$ cat src/rtl/uart_tx_arb.sv
// uart_tx_arb: shares one uart_tx serializer between two byte requesters.
// Requester 0 is the ram_rw host-protocol responder and requester 1 is the
// CPU console/debug source. Ownership is granted per packet, round-robin on
// ties. The grant is held until the packet's last byte is accepted, MAX_BURST
// bytes have been accepted, or the owner keeps its valid low for TIMEOUT
// consecutive cycles.
//
// Ports:
//   clk_i, rst_i          clock, synchronous active-high reset
//   req_data_i[k]         byte from requester k
//   req_vld_i[k]          requester k presents a byte
//   req_last_i[k]         presented byte ends requester k's packet
//   req_rdy_o[k]          requester k's byte accepted this cycle (with vld)
//   uart_tx_data_o        byte forwarded to uart_tx
//   uart_tx_data_vld_o    forwarded byte valid
//   uart_tx_data_rdy_i    uart_tx can accept a byte
//   grant_o               one-hot current owner, 0 when idle
//   timeout_o             one-cycle pulse after a grant is revoked by timeout
module uart_tx_arb #(
  parameter int unsigned MAX_BURST = 16,
  parameter int unsigned TIMEOUT   = 1024
) (
  input  logic            clk_i,
  input  logic            rst_i,
  input  logic [1:0][7:0] req_data_i,
  input  logic [1:0]      req_vld_i,
  input  logic [1:0]      req_last_i,
  output logic [1:0]      req_rdy_o,
  output logic [7:0]      uart_tx_data_o,
  output logic            uart_tx_data_vld_o,
  input  logic            uart_tx_data_rdy_i,
  output logic [1:0]      grant_o,
  output logic            timeout_o
);

  localparam int unsigned BURST_W = $clog2(MAX_BURST + 1);
  localparam int unsigned IDLE_W  = $clog2(TIMEOUT + 1);

  localparam logic [BURST_W-1:0] BURST_LAST = BURST_W'(MAX_BURST - 1);
  localparam logic [IDLE_W-1:0]  IDLE_LAST  = IDLE_W'(TIMEOUT - 1);

  typedef enum logic {
    ST_IDLE = 1'b0,
    ST_BUSY = 1'b1
  } state_e;

  state_e               state_q, state_d;
  logic                 owner_q, owner_d;
  logic                 last_owner_q, last_owner_d;
  logic [BURST_W-1:0]   burst_cnt_q, burst_cnt_d;
  logic [IDLE_W-1:0]    idle_cnt_q, idle_cnt_d;
  logic                 timeout_q, timeout_d;

  logic own_vld;
  logic own_last;
  logic accept;

  // Owner-side view of the request, selected by the registered owner.
  assign own_vld  = req_vld_i[owner_q];
  assign own_last = req_last_i[owner_q];
  assign accept   = (state_q == ST_BUSY) & own_vld & uart_tx_data_rdy_i;

  // State register. last_owner resets to 1 so requester 0 wins the first tie.
  always_ff @(posedge clk_i) begin
    if (rst_i) begin
      state_q      <= ST_IDLE;
      owner_q      <= 1'b0;
      last_owner_q <= 1'b1;
      burst_cnt_q  <= '0;
      idle_cnt_q   <= '0;
      timeout_q    <= 1'b0;
    end else begin
      state_q      <= state_d;
      owner_q      <= owner_d;
      last_owner_q <= last_owner_d;
      burst_cnt_q  <= burst_cnt_d;
      idle_cnt_q   <= idle_cnt_d;
      timeout_q    <= timeout_d;
    end
  end

  // Next-state: arbitration in IDLE, release/timeout bookkeeping in BUSY.
  always_comb begin
    state_d      = state_q;
    owner_d      = owner_q;
    last_owner_d = last_owner_q;
    burst_cnt_d  = burst_cnt_q;
    idle_cnt_d   = idle_cnt_q;
    timeout_d    = 1'b0;

    case (state_q)
      ST_IDLE: begin
        if (|req_vld_i) begin
          state_d     = ST_BUSY;
          // Tie goes to whoever did not own the previous grant.
          owner_d     = (&req_vld_i) ? ~last_owner_q : req_vld_i[1];
          burst_cnt_d = '0;
          idle_cnt_d  = '0;
        end
      end

      ST_BUSY: begin
        // Only cycles with the owner's valid low count toward the timeout.
        if (own_vld) begin
          idle_cnt_d = '0;
        end else begin
          idle_cnt_d = idle_cnt_q + IDLE_W'(1);
        end

        if (accept) begin
          burst_cnt_d = burst_cnt_q + BURST_W'(1);
          if (own_last || (burst_cnt_q == BURST_LAST)) begin
            state_d      = ST_IDLE;
            last_owner_d = owner_q;
          end
        end else if (!own_vld && (idle_cnt_q == IDLE_LAST)) begin
          state_d      = ST_IDLE;
          last_owner_d = owner_q;
          timeout_d    = 1'b1;
        end
      end

      default: begin
        state_d = ST_IDLE;
      end
    endcase
  end

  // Outputs: pure mux of the owner's channel while BUSY, all zero in IDLE.
  always_comb begin
    req_rdy_o          = '0;
    uart_tx_data_o     = '0;
    uart_tx_data_vld_o = 1'b0;
    grant_o            = '0;

    if (state_q == ST_BUSY) begin
      uart_tx_data_o     = req_data_i[owner_q];
      uart_tx_data_vld_o = own_vld;
      req_rdy_o[owner_q] = uart_tx_data_rdy_i;
      grant_o[owner_q]   = 1'b1;
    end
  end

  assign timeout_o = timeout_q;

endmodule

$ cat config.mk
export PLATFORM = sky130hd
export DESIGN_NAME = uart_tx_arb
export DESIGN_NICKNAME = d
export VERILOG_FILES = /design/src/rtl/uart_tx_arb.sv
export SDC_FILE = /design/constraint.sdc
export NUM_CORES = 1
export LEC_CHECK = 0
export BUFFER_PORTS_ARGS = -buffer_cell sky130_fd_sc_hd__buf_2
export CAP_MARGIN = 20
export CORE_UTILIZATION = 46
export DETAILED_ROUTE_END_ITERATION = 6
export GPL_ROUTABILITY_DRIVEN = 1
export HOLD_SLACK_MARGIN = 0.03
export PLACE_DENSITY = 0.75
export SLEW_MARGIN = 20
export SYNTH_ARGS = -nofsm -noshare
export SYNTH_HDL_FRONTEND = slang
export SYNTH_SLANG_ARGS = --single-unit
$ cat constraint.sdc
create_clock -name clk_i -period 1.48 [get_ports clk_i]
set_clock_uncertainty 0.05 [all_clocks]
set_input_delay 0.074 -clock clk_i [delete_from_list [all_inputs] [get_ports clk_i]]
set_output_delay 0.074 -clock clk_i [all_outputs]
set_load 0.05 [all_outputs]
==> results.ini, run 1 <==
[outcome]
status = finished, violations left
violations = setup timing

[sta]
slew_headroom = 0.7069
whs_ns = 0.1030
rsz0062_at_grt = yes
timing.final.ws_setup_ns = -0.04841
drv_slew = 0
min_period_over_period = 1.033
hold_viol_final = 0
fmax_mhz = 654.3
fin_tns_setup_ns = -0.06501
period_needed_ns = 1.528
finalSetupViolations = 6
worst_pin_slew_ns = 0.4396

[pwr]
p_per_area_nw_per_um2 = 666.7
p_total_uw = 1332
vdd_drop_max_mv = 0.6138
p_leak_uw = 0.0007982

[layout]
final_area_um2 = 1998
syn2layout_area_growth_pct = 60.18
fill_cells = 159
diodes = 0
final_util = 0.7922
layout.nets = 238
drive_gt1_frac = 0.5877

[clock_tree]
clkTransAtPathRegs_ns = 0.11
cts_tree = done
clkSinkCount = 20
clk_latency_ns = 0.31
ctsLongestPathBuffers = 2
cts_root_buffer = clkbuf_4
cts_max_level = 1
cts_made_buffers = 3

[routing]
via_per_inst = 5.950
ant_nets = 0
drcViolationCount = 0
dr.pass1.iters = 4
routed_wl_um = 4140
wire_per_inst_um = 17.18
drt_iter0_markers = 30
vias = 1434

[floorplan]
start_util = 0.4945
dieArea_um2 = 2924
core_um2 = 2522
die_w_um = 54.08
ios = 37
rows = 18
chipHeight_um = 54.08

[yosys]
yosys_warnings = 0
synth_edf_count = 0
ys.flop_type = dfxtp_1
synth_area_leaders = dfxtp_1 32%, mux2i_1 8.0%, nor2b_1 5.0%, nand3_1 4.4%, ha_1 3.0%
avgSynthCellArea_um2 = 8.544
synth.distinct_cells = 40
yosysTopAreaCell = dfxtp_1
seq_area_frac_synth = 0.3210
ys_async_sr_fraction = 0
yosysTopAreaCellShare = 0.3210
syn_nets = 172
yosys_register_bits = 20
syn-cell-area_um2 = 1247
synthCells = 146

[worst_setup_path]
slowest_delay_ns = 0.34
slowest_stage = dfxtp_2
critical_path_class = reg -> reg
crit_required_ns = 1.63
arrival_ns = 1.68
endpoint_kind = flop
worstSetupStartpointType = flop
critPathMaxFanout = 2
path_cells = ha_2, and3_1, ha_2, o2111ai_4, o31ai_4, mux2i_1
cpMostUsedCell = ha_2

[grt]
grt_pass1_vias = 1258
grt_util_all_layers = 0.2576
grt_max_degree = 23
overflow = 0
grt_pass1_wl_um = 5368
grt_antenna_before_repair = 0

[job]
drv_cap = 0

[placed_design]
port-buffer-count = 36
placed_cell_area_um2 = 1603
gp_congestion = 0.8521
dpl.hpwl_um = 2439

[hold_path]
holdCritPathClass = in -> reg

cells in the mapped netlist, drive strengths merged, types with 2 or more instances:
cell and instances:
a311oi 3, nor2b 10, ha 3, a41oi 2, nand3 11, dfxtp 20
nor2 10, mux2i 11, mux2 3, buf 5, a21oi 6, and3 4
nand4 4, or3 4, xnor2 2, inv 3, nor3 7, nand3b 2
clkbuf 5, nand2 11, and2 4, a31oi 4
path summary, 6_finish.rpt:
check                                    start            end  slack [ns]  cells after the start
worst max-delay path            burst_cnt_q[0]   last_owner_q       -0.05                      6
worst min-delay path              req_vld_i[1]        owner_q        0.10                      3
worst max register to register  burst_cnt_q[0]   last_owner_q       -0.05                      6
worst min register to register   idle_cnt_q[5]  idle_cnt_q[5]        0.47                      2
critical path, delay by kind of cell (launching register included):
family,cells,cell delay [ns]
compound gates,2,0.34
flops,1,0.34
mux,1,0.13
fa+ha+maj,2,0.38
simple gates,1,0.19
sequential cells by signal (all words and copies together), names as in the netlist:
name          flops
owner_q           1
last_owner_q      1
state_q           1
burst_cnt_q       5
idle_cnt_q       11
timeout_o         1
what timing repair did:
item                       in CTS  in global routing
setup endpoints to repair      27                 29
pin swaps                       3                 21
hold endpoints to repair        1                  0
hold buffers                    1                  0
gates cloned                    1                  0
resized for setup              23                 49
buffers inserted                4                  8
cells by family (layout without fill, tap and decap cells):
family / count (synthesis) / after routing / synth area share
AOI/OAI and AO/OA: 23 / 23 / 0.1434
xor gates and xnor gates: 2 / 2 / 0.01404
adders and majority gates: 3 / 3 / 0.03009
buffers and inverters: 13 / 77 / 0.05716
DFF: 20 / 20 / 0.3210
muxes: 14 / 14 / 0.1254
and+or+nand+nor: 71 / 72 / 0.3089
final cells by class:
cell class / count / area [um2] / share of cell area
Multi-Input combinational cell: 114 / 953.4 / 0.4771
Inverter: 3 / 11.26 / 0.005636
Tap cell: 30 / 37.54 / 0.01879
Clock buffer: 4 / 36.28 / 0.01816
Timing Repair Buffer: 70 / 545.5 / 0.2730
Sequential cell: 20 / 414.1 / 0.2073
cell usage in the layout, fill, tap and decap left out, types with 2 or more instances in the layout:
cell / synthesis / final
buf_4: 0 / 27
buf_2: 3 / 23
buf_6: 1 / 16
dfxtp_1: 20 / 13
nor2_1: 10 / 10
nor2b_2: 0 / 9
nand3_1: 11 / 9
nand2_1: 8 / 8
mux2i_1: 10 / 6
nor3_1: 7 / 5
dfxtp_2: 0 / 5
mux2i_2: 0 / 4
or3_1: 4 / 4
nand4_1: 4 / 4
a31oi_1: 4 / 4
clkbuf_4: 0 / 4
inv_1: 3 / 3
and2_4: 1 / 3
and3_1: 4 / 3
a311oi_1: 3 / 3
a21oi_1: 6 / 3
a21oi_2: 0 / 3
mux2_4: 0 / 2
nand2_2: 3 / 2
a41oi_2: 0 / 2
xnor2_1: 2 / 2
nor3_2: 0 / 2
nand3b_1: 2 / 2
ha_2: 0 / 2
buf_8: 1 / 2
dfxtp_4: 0 / 2
power by group:
part           internal [uW]  total [uW]  switching [uW]
Sequential               546         562            15.5
Clock                    150         322             172
Combinational            201         448             247
Total                    898        1330             434
per-layer routing:
layer,vias to the layer above,share of wire,GRT usage
met3,8,0.052,0.02542
met2,72,0.56,0.4938
met4,0,0.012,0.08974
met5,-,0,0
met1,693,0.37,0.2901
li1,661,-,-
metrics by stage:
stage,setup WS (ns),cells
after floorplan,-0.05655,146
after detailed placement,-0.1456,223
after global routing,-0.08501,241
after global placement,-0.03954,223
final,-0.04841,241
after CTS,-0.03672,233
No activity file was read; power rests on OpenSTA's default activity.
==> inputs of run 2 (changes only) <==
--- a/config.mk
+++ b/config.mk
@@ -7,11 +7,11 @@
 export LEC_CHECK = 0
 export BUFFER_PORTS_ARGS = -buffer_cell sky130_fd_sc_hd__buf_2
 export CAP_MARGIN = 20
-export CORE_UTILIZATION = 46
+export CORE_UTILIZATION = 51
 export DETAILED_ROUTE_END_ITERATION = 6
 export GPL_ROUTABILITY_DRIVEN = 1
 export HOLD_SLACK_MARGIN = 0.03
-export PLACE_DENSITY = 0.75
+export PLACE_DENSITY = 0.79
 export SLEW_MARGIN = 20
 export SYNTH_ARGS = -nofsm -noshare
 export SYNTH_HDL_FRONTEND = slang
==> constraint.sdc (replaced) <==
create_clock -name clk_i -period 1.52 [get_ports clk_i]
set_clock_uncertainty 0.05 [all_clocks]
set_input_delay 0.076 -clock clk_i [delete_from_list [all_inputs] [get_ports clk_i]]
set_output_delay 0.076 -clock clk_i [all_outputs]
set_load 0.05 [all_outputs]
==> run 2 against run 1 <==
Effect of this change:
- via count decreased by 4.0%
- worst hold slack lost 0.056 ns
- clock power fell by 19%
- non-clock buffer count decreased by 12
- power fell by 11%
- wire length shrank 8.6%
- first-iteration DRC count is 47% higher
- critical path depth decreased by 1
- count of clock-buffer cells in the layout decreased by 1
- largest cell class unchanged
- the run still ends with setup timing left
- die area shrank 9.5%
==> results.ini, run 2 (synthesis results as in run 1) <==
[grt]
grt_pass1_wl_um = 5126  ; -4.5%
overflow = 0  ; unchanged
grt_max_degree = 23  ; unchanged
grt_pass1_vias = 1222  ; -2.9%
grt_util_all_layers = 0.2577  ; about the same
grt_antenna_before_repair = 0  ; unchanged

[floorplan]
die_w_um = 51.46  ; -4.8%
rows = 17  ; -1
start_util = 0.5533  ; +0.05873
dieArea_um2 = 2648  ; -9.5%
core_um2 = 2255  ; -11%
ios = 37  ; unchanged
chipHeight_um = 51.46  ; -4.8%

[pwr]
p_total_uw = 1182  ; -11%
vdd_drop_max_mv = 0.5065  ; -17%
p_leak_uw = 0.0007047  ; -12%
p_per_area_nw_per_um2 = 659.6  ; -1.1%

[sta]
slew_headroom = 0.6536  ; -0.05335
drv_slew = 0  ; unchanged
min_period_over_period = 1.023
timing.final.ws_setup_ns = -0.03569  ; +0.01272 ns
finalSetupViolations = 8  ; +2
rsz0062_at_grt = yes
fmax_mhz = 642.8
period_needed_ns = 1.556
hold_viol_final = 0  ; unchanged
worst_pin_slew_ns = 0.5168  ; +0.07721 ns
whs_ns = 0.04704  ; -0.05598 ns

[outcome]
violations = setup timing
status = finished, violations left

[clock_tree]
cts_tree = done
clkSinkCount = 20  ; unchanged
cts_made_buffers = 3  ; unchanged
cts_max_level = 1  ; unchanged
clk_latency_ns = 0.31  ; about the same
ctsLongestPathBuffers = 2  ; unchanged
cts_root_buffer = clkbuf_4
clkTransAtPathRegs_ns = 0.11  ; about the same

[layout]
regArea_um2 = 411.6  ; -0.60%
multiInputGateArea_um2 = 937.1  ; -1.7%
layout.nets = 226  ; -5.0%
syn2layout_area_growth_pct = 43.63
layout_common_cells = 33 x buf_2, 20 x buf_4, 13 x dfxtp_1
final_common_cell = buf_2
largest_reg_flops = 11  ; unchanged
drive_gt1_frac = 0.5253  ; -0.06243
final_area_um2 = 1792  ; -10%
final_util = 0.7947  ; +0.002510
diodes = 0  ; unchanged
fill_cells = 158  ; -0.63%
reg.largest.list = idle_cnt_q: 11 flops, burst_cnt_q: 5 flops
largest_register = idle_cnt_q

[worst_setup_path]
timing.critical_path.buf_inv = 3  ; +3
crit_family = buffers and inverters
arrival_ns = 1.43  ; -0.25 ns
path_cells = buf_4, nand2_1, buf_4, nor2_1, buf_6
r2r_slack_ns = -0.03  ; +0.02 ns
critPathMaxFanout = 10  ; +8
endpoint_kind = output port
slowest_stage = dfxtp_2
rr_endpoint = idle_cnt_q[10]
crit_required_ns = 1.39  ; -0.24 ns
worstReg2RegStart = idle_cnt_q[1]
worstSetupStartpointType = flop
critical_path_class = reg -> out
rr_worst_depth = 5  ; -1
cpMostUsedCell = buf_4
slowest_delay_ns = 0.37  ; +0.03 ns

[hold_path]
holdCritPathClass = in -> reg
min-delay-start = req_vld_i[1]
hold_end = owner_q
hold_depth = 3  ; unchanged

[job]
drv_cap = 0  ; unchanged

[placed_design]
dpl.hpwl_um = 2221  ; -8.9%
gp_congestion = 0.8027  ; -5.8%
port-buffer-count = 36  ; unchanged
dp_slack_ns = -0.06437  ; +0.08119 ns
placed_cell_area_um2 = 1515  ; -5.5%

[routing]
vias = 1377  ; -4.0%
dr.pass1.iters = 5  ; +1
drcViolationCount = 0  ; unchanged
ant_nets = 0  ; unchanged
drt_iter0_markers = 44  ; +47%
routed_wl_um = 3782  ; -8.6%
wire_per_inst_um = 16.73  ; -2.6%
via_per_inst = 6.093  ; +2.4%

==> run 2: how the worst max path moves through the flow <==
stage	start	end	slack (ns)	cells past startpoint
finish	state_q	req_rdy_o[0]	-0.04	5
CTS	burst_cnt_q[0]	last_owner_q	0.001	6
global route	state_q	req_rdy_o[0]	-0.07	5
floorplan	state_q	grant_o[0]	-0.02	4
global placement	burst_cnt_q[0]	last_owner_q	-0.04	6
detailed placement	owner_q	idle_cnt_q[5]	-0.06	5
==> run 2: timing repair <==
action | 4_1_cts | 5_1_grt
hold buffers | 1 | 0
setup endpoints to repair | 25 | 24
resized for setup | 20 | 22
cloned | 0 | 1
pin swaps | 3 | 13
setup buffers | 3 | 6
endpoints found under the hold margin | 1 | 0
==> run 2: layer usage <==
layer  routed length (um)  track usage
met1                 1419       0.2663
met2                 2056       0.5043
met3                  223      0.04167
met4                   82      0.09910
met5                    0            0
==> run 2: layout make-up <==
cell class / count / share of cell area
repair buffers: 58 / 0.2088
well taps: 28 / 0.01955
inverters: 3 / 0.006285
flip-flops and latches: 20 / 0.2297
clock buffers: 3 / 0.01257
multi-input cells: 114 / 0.5230
==> run 2: worst register-to-register path: stages (launching register included) <==
cell,delay (ns)
dfxtp_2,0.38
ha_4,0.15
and3_4,0.19
nand4_1,0.19
or3_1,0.37
a31oi_1,0.14
==> run 2: where the power goes <==
part	internal [uW]	switching, uW
clock network	92.9	169
logic	151	225
registers	533	11.2
total	776	405
==> run 2: metrics by stage <==
step,setup TNS (ns),instances
3_3_place_gp,-0.05905,212
3_5_place_dp,-0.4193,212
5_1_grt,-0.8232,226
2_1_floorplan,-0.1509,146
6_report,-0.1377,226
4_1_cts,0,219
